<file path="config.mk">
export PLATFORM = sky130hd
export DESIGN_NAME = lut_sram_arbiter
export DESIGN_NICKNAME = d
export VERILOG_FILES = /design/src/rtl/lut_sram_arbiter.sv
export SDC_FILE = /design/constraint.sdc
export NUM_CORES = 1
export LEC_CHECK = 0
export CORE_MARGIN = 2
export CORE_UTILIZATION = 44
export CTS_CLUSTER_DIAMETER = 60
export CTS_CLUSTER_SIZE = 14
export DETAILED_ROUTE_END_ITERATION = 16
export PLACE_DENSITY = 0.86
export SLEW_MARGIN = 25
export SYNTH_ARGS = -nofsm -noshare
export SYNTH_HDL_FRONTEND = slang
export SYNTH_SLANG_ARGS = --single-unit
export TNS_END_PERCENT = 20
</file>
<file path="constraint.sdc">
create_clock -name clk -period 3.1 [get_ports clk]
set_input_delay 0.62 -clock clk [delete_from_list [all_inputs] [get_ports clk]]
set_output_delay 0.62 -clock clk [all_outputs]
set_load 0.05 [all_outputs]
</file>
<file path="src/rtl/lut_sram_arbiter.sv">
// Lookup-table SRAM port arbiter: exclusive table load after reset, then
// round-robin reads from two DDS readers; a reload request drains in-flight
// reads and returns to load mode.
module lut_sram_arbiter #(
    parameter int AW = 16,
    parameter int DW = 16
) (
    input  logic          clk,
    input  logic          rst,
    input  logic          ld_req,
    input  logic [AW-1:0] ld_addr,
    input  logic [DW-1:0] ld_wdata,
    output logic          ld_gnt,
    input  logic          ld_done,
    input  logic          reload,
    input  logic          r0_req,
    input  logic [AW-1:0] r0_addr,
    output logic          r0_gnt,
    output logic [DW-1:0] r0_rdata,
    output logic          r0_valid,
    input  logic          r1_req,
    input  logic [AW-1:0] r1_addr,
    output logic          r1_gnt,
    output logic [DW-1:0] r1_rdata,
    output logic          r1_valid,
    output logic          sram_wen,
    output logic [AW-1:0] sram_addr,
    output logic [DW-1:0] sram_wdata,
    input  logic [DW-1:0] sram_dout,
    output logic          table_ready
);

    typedef enum logic [1:0] {S_LOAD, S_RUN, S_DRAIN} state_t;

    state_t        state_q;
    logic          rr_q;        // 0: r0 has priority on a tie, 1: r1 has priority
    logic          drain_q;     // set after the first DRAIN cycle
    logic          ready_q;
    logic          wen_q;
    logic [AW-1:0] addr_q;
    logic [DW-1:0] wdata_q;
    logic [1:0]    vld_pipe_q;  // [0]: address issued, [1]: SRAM sampled it
    logic [1:0]    id_pipe_q;   // reader id riding along with vld_pipe_q
    logic          r0_valid_q, r1_valid_q;
    logic [DW-1:0] r0_rdata_q, r1_rdata_q;
    logic          rd_gnt;

    // Grant decode: state selects who may use the port; reload beats reads
    always_comb begin
        ld_gnt = 1'b0;
        r0_gnt = 1'b0;
        r1_gnt = 1'b0;
        if (rst) begin
            case (state_q)
                S_LOAD: ld_gnt = ld_req;
                S_RUN: begin
                    if (!reload) begin
                        if (r0_req && r1_req) begin
                            r0_gnt = ~rr_q;
                            r1_gnt = rr_q;
                        end else begin
                            r0_gnt = r0_req;
                            r1_gnt = r1_req;
                        end
                    end
                end
                default: ;
            endcase
        end
    end

    assign rd_gnt = r0_gnt | r1_gnt;

    // Table lifetime sequencing and round-robin pointer
    always_ff @(posedge clk or negedge rst) begin
        if (!rst) begin
            state_q <= S_LOAD;
            rr_q    <= 1'b0;
            drain_q <= 1'b0;
            ready_q <= 1'b0;
        end else begin
            case (state_q)
                S_LOAD: begin
                    if (ld_done) begin
                        state_q <= S_RUN;
                        ready_q <= 1'b1;
                    end
                end
                S_RUN: begin
                    if (reload) begin
                        state_q <= S_DRAIN;
                        ready_q <= 1'b0;
                        drain_q <= 1'b0;
                    end else if (rd_gnt) begin
                        rr_q <= r0_gnt;
                    end
                end
                S_DRAIN: begin
                    // Two cycles are enough for the 2-deep read pipeline to empty
                    if (drain_q) state_q <= S_LOAD;
                    else         drain_q <= 1'b1;
                end
                default: state_q <= S_LOAD;
            endcase
        end
    end

    // SRAM port registers: writes only come from LOAD, reads only from RUN
    always_ff @(posedge clk or negedge rst) begin
        if (!rst) begin
            wen_q   <= 1'b0;
            addr_q  <= '0;
            wdata_q <= '0;
        end else begin
            wen_q <= ld_gnt;
            if (ld_gnt) begin
                addr_q  <= ld_addr;
                wdata_q <= ld_wdata;
            end else if (r0_gnt) begin
                addr_q  <= r0_addr;
            end else if (r1_gnt) begin
                addr_q  <= r1_addr;
            end
        end
    end

    // Read return pipeline: SRAM samples one edge after issue, data captured the next
    always_ff @(posedge clk or negedge rst) begin
        if (!rst) begin
            vld_pipe_q <= '0;
            id_pipe_q  <= '0;
            r0_valid_q <= 1'b0;
            r1_valid_q <= 1'b0;
            r0_rdata_q <= '0;
            r1_rdata_q <= '0;
        end else begin
            vld_pipe_q <= {vld_pipe_q[0], rd_gnt};
            id_pipe_q  <= {id_pipe_q[0], r1_gnt};
            r0_valid_q <= vld_pipe_q[1] & ~id_pipe_q[1];
            r1_valid_q <= vld_pipe_q[1] &  id_pipe_q[1];
            if (vld_pipe_q[1] && !id_pipe_q[1]) r0_rdata_q <= sram_dout;
            if (vld_pipe_q[1] &&  id_pipe_q[1]) r1_rdata_q <= sram_dout;
        end
    end

    assign sram_wen    = wen_q;
    assign sram_addr   = addr_q;
    assign sram_wdata  = wdata_q;
    assign table_ready = ready_q;
    assign r0_valid    = r0_valid_q;
    assign r1_valid    = r1_valid_q;
    assign r0_rdata    = r0_rdata_q;
    assign r1_rdata    = r1_rdata_q;

endmodule
</file>
==> results.py <==
metrics = {
    "cts": {
        "cts_tree": "yes",
        "post-cts-setup-buffers": 0,
        "clk_pin_slew_ns": 0.07,
        "htreeDepth": 3,
        "ctsRootBufferMaster": "clkbuf_8",
        "ctsHoldBuffers": 0,
        "post_cts_resized": 0,
        "worst_skew_pair.late_latency_ns": 0.34,
        "cts_buffers": 9,
        "clock-sinks": 76,
        "clk_path_buf_depth": 2,
    },
    "synth": {
        "ys_seq_elements": 76,
        "ys_warn_count": 0,
        "syn_area_um2": 3250,
        "syn_avg_cell_area_um2": 12.1,
        "synth_nets": 356,
        "seq_area_frac_synth_pct": 58.6,
        "synth_top_area_cell": "dfrtp_1",
        "synthCells": 269,
        "netlist.area_leader.share_pct": 58.6,
        "synthTopCellsByArea": "dfrtp_1 59%, mux2_2 11%, nand2_1 7.7%",
        "ys_types": 21,
    },
    "route": {
        "ant_nets": 0,
        "num_vias": 2732,
        "drt-total-wl_um": 8770,
        "drt_iter0_drc": 88,
        "avgViaCountPerCell": 5.16,
        "drtPass1Iterations": 4,
        "drc": 0,
        "wire_per_inst_um": 16.6,
    },
    "placement": {
        "portBuffers": 157,
        "dp.cells": 514,
        "hpwl_um": 6330,
        "gp_congestion": 0.732,
    },
    "setup_path": {
        "crit_type": "input port to primary output",
        "crit_path_max_incr_delay_ns": 0.44,
        "r2r-start": "state_q[1]$_DFFE_PN0P_",
        "cpLargestDelayFamily": "simple AND/OR/NAND/NOR gates",
        "crit_cells": 4,
        "r2r_slack_ns": 1.50,
        "critPathCaptureType": "primary output",
        "rr_worst_depth": 4,
        "cp_slowest_cell": "clkdlybuf4s50_1",
        "path_cells": "clkdlybuf4s50_1 > nand4bb_2 > nor2_1 > buf_12",
        "critPathCapture": "r1_gnt",
        "cp-start-kind": "input port",
        "cp_max_fo": 12,
        "worst_r2r_endpoint": "sram_addr[4]$_DFFE_PN0P_",
        "startpoint": "reload",
        "worst_ep_arrival_time_ns": 2.07,
        "cp.buffers_inverters": 2,
        "required_ns": 2.48,
    },
    "layout": {
        "nets": 513,
        "area_growth_pct": 58.3,
        "drive_gt1_share_pct": 17.2,
        "fin_cells": 529,
        "antenna-diode-count": 0,
        "final.fill_count": 511,
    },
    "die": {
        "initial_utilization_pct": 45.0,
        "rows": 31,
        "die_w_um": 89.9,
        "die_h_um": 89.9,
        "ios": 158,
        "die_area_um2": 8080,
        "coreArea_um2": 7210,
    },
    "grt": {
        "grt_usage_pct": 21.9,
        "grt_max_degree": 77,
        "grt_pass1_vias": 2826,
        "antenna_found_initial": 0,
        "grt_first_pass_wirelength_um": 14100,
        "grt_overflow_total": 0,
    },
    "timing": {
        "setup_viol": 0,
        "slew_headroom_pct": 52.7,
        "finalHoldViolations": 0,
        "tns_ns": 0,
        "drv_slew": 0,
        "min_period_ns": 2.69,
        "min_period_over_period_pct": 86.8,
        "rsz0062_at_grt": "no",
        "max_freq_ghz": 0.372,
        "skew_ns": 0.0121,
        "tightest_slew_ns": 0.708,
    },
    "min_path": {
        "hold_class": "flop to flop",
    },
    "power": {
        "p_leak_nw": 2.16,
        "p_per_area_nw_per_um2": 1040,
        "peakVddDrop_uv": 424,
    },
    "flow_run": {
        "max_cap_violations": 0,
    },
    "status": {
        "status": "finished, final reports clean",
    },
}
==> cell usage after synthesis (all sizes together) <==
master    n
or3       1
a21oi     3
mux2     32
mux2i     1
o21ai     5
nor2      4
a32oi    16
buf      20
nand2    67
o211ai   32
nand2b    1
nand4bb   2
inv       6
nor2b     2
a21boi    1
dfrtp    76
==> routing by layer <==
metal | global-route usage (%) | vias up | routed length [um] | share of wire, %
met5 | 0 | - | 0 | 0
met4 | 7.31 | 0 | 120 | 1.4
met3 | 5.45 | 10 | 584 | 6.7
met2 | 37.4 | 117 | 4340 | 50
met1 | 27.5 | 1339 | 3720 | 42
li1 | - | 1266 | - | -
==> state kept, by name, indices dropped and copies added, names as in the netlist <==
name,flops
state_q,2
r0_rdata,16
vld_pipe_q,2
id_pipe_q,2
sram_wdata,16
r1_rdata,16
sram_wen,1
sram_addr,16
r0_valid,1
table_ready,1
rr_q,1
r1_valid,1
drain_q,1
==> how the worst min path moves through the flow <==
stage	start	end	slack [ns]	cells past startpoint
after CTS	id_pipe_q[0]$_DFF_PN0_	id_pipe_q[1]$_DFF_PN0_	0.35	0
after global placement	vld_pipe_q[0]$_DFF_PN0_	vld_pipe_q[1]$_DFF_PN0_	0.33	0
after floorplan	rst	drain_q$_DFFE_PN0P_	0.32	0
after detailed placement	id_pipe_q[0]$_DFF_PN0_	id_pipe_q[1]$_DFF_PN0_	0.33	0
final	id_pipe_q[0]$_DFF_PN0_	id_pipe_q[1]$_DFF_PN0_	0.35	0
after global routing	vld_pipe_q[0]$_DFF_PN0_	vld_pipe_q[1]$_DFF_PN0_	0.37	0
==> per-stage QoR <==
stage	hold WS [ns]	worst slack (ns)	total power, mW	util (%)	instance area (um^2)
2_1_floorplan	0.324	0.676	3.43	-	3250
3_3_place_gp	0.333	0.440	4.38	67.9	4900
3_5_place_dp	0.335	0.402	4.46	67.9	4900
4_1_cts	0.351	0.406	5.36	71.2	5140
5_1_grt	0.367	0.332	5.55	71.3	5140
6_report	0.351	0.410	5.33	71.3	5140
==> cell families (layout without fill, tap and decap cells) <==
kind of cell / after synthesis / after routing / share of synthesized area, %
DFF: 76 / 76 / 58.6
muxes: 33 / 33 / 11.4
AOI/OAI and AO/OA: 57 / 57 / 14.9
buffers and inverters: 26 / 187 / 5.20
and+or+nand+nor: 77 / 77 / 9.90
==> layout make-up <==
class / count / area [um^2] / area share [%]
multi-input cells: 167 / 1190 / 23.1
repair buffers: 166 / 1670 / 32.5
well taps: 99 / 124 / 2.41
clock inverters: 6 / 113 / 2.19
flip-flops and latches: 76 / 1900 / 37.0
clock buffers: 9 / 124 / 2.41
inverters: 6 / 22.5 / 0.438
==> power breakdown <==
group          total (mW)  leakage, nW  internal [mW]  switching (mW)
Sequential           1.61        0.934           1.37           0.241
Clock               0.903        0.120          0.533           0.370
Combinational        2.82         1.11           1.02            1.80
==> placed cells by master (no fill, tap or decap) <==
master / instances
nor2b_1: 2
inv_6: 1
clkbuf_8: 9
bufinv_16: 3
mux2_2: 32
dfrtp_1: 76
nand2b_1: 1
o21ai_0: 5
a21boi_4: 1
a21oi_1: 3
clkinv_2: 1
nor2_4: 1
o211ai_1: 23
inv_1: 5
or3_1: 1
nand2_1: 67
buf_6: 1
inv_2: 1
nor2_1: 3
buf_12: 3
clkinv_4: 1
nand4bb_2: 2
a32oi_1: 16
clkdlybuf4s50_1: 153
mux2i_1: 1
buf_4: 9
o211ai_2: 9
Note: power is estimated with default switching activity, not from simulation.
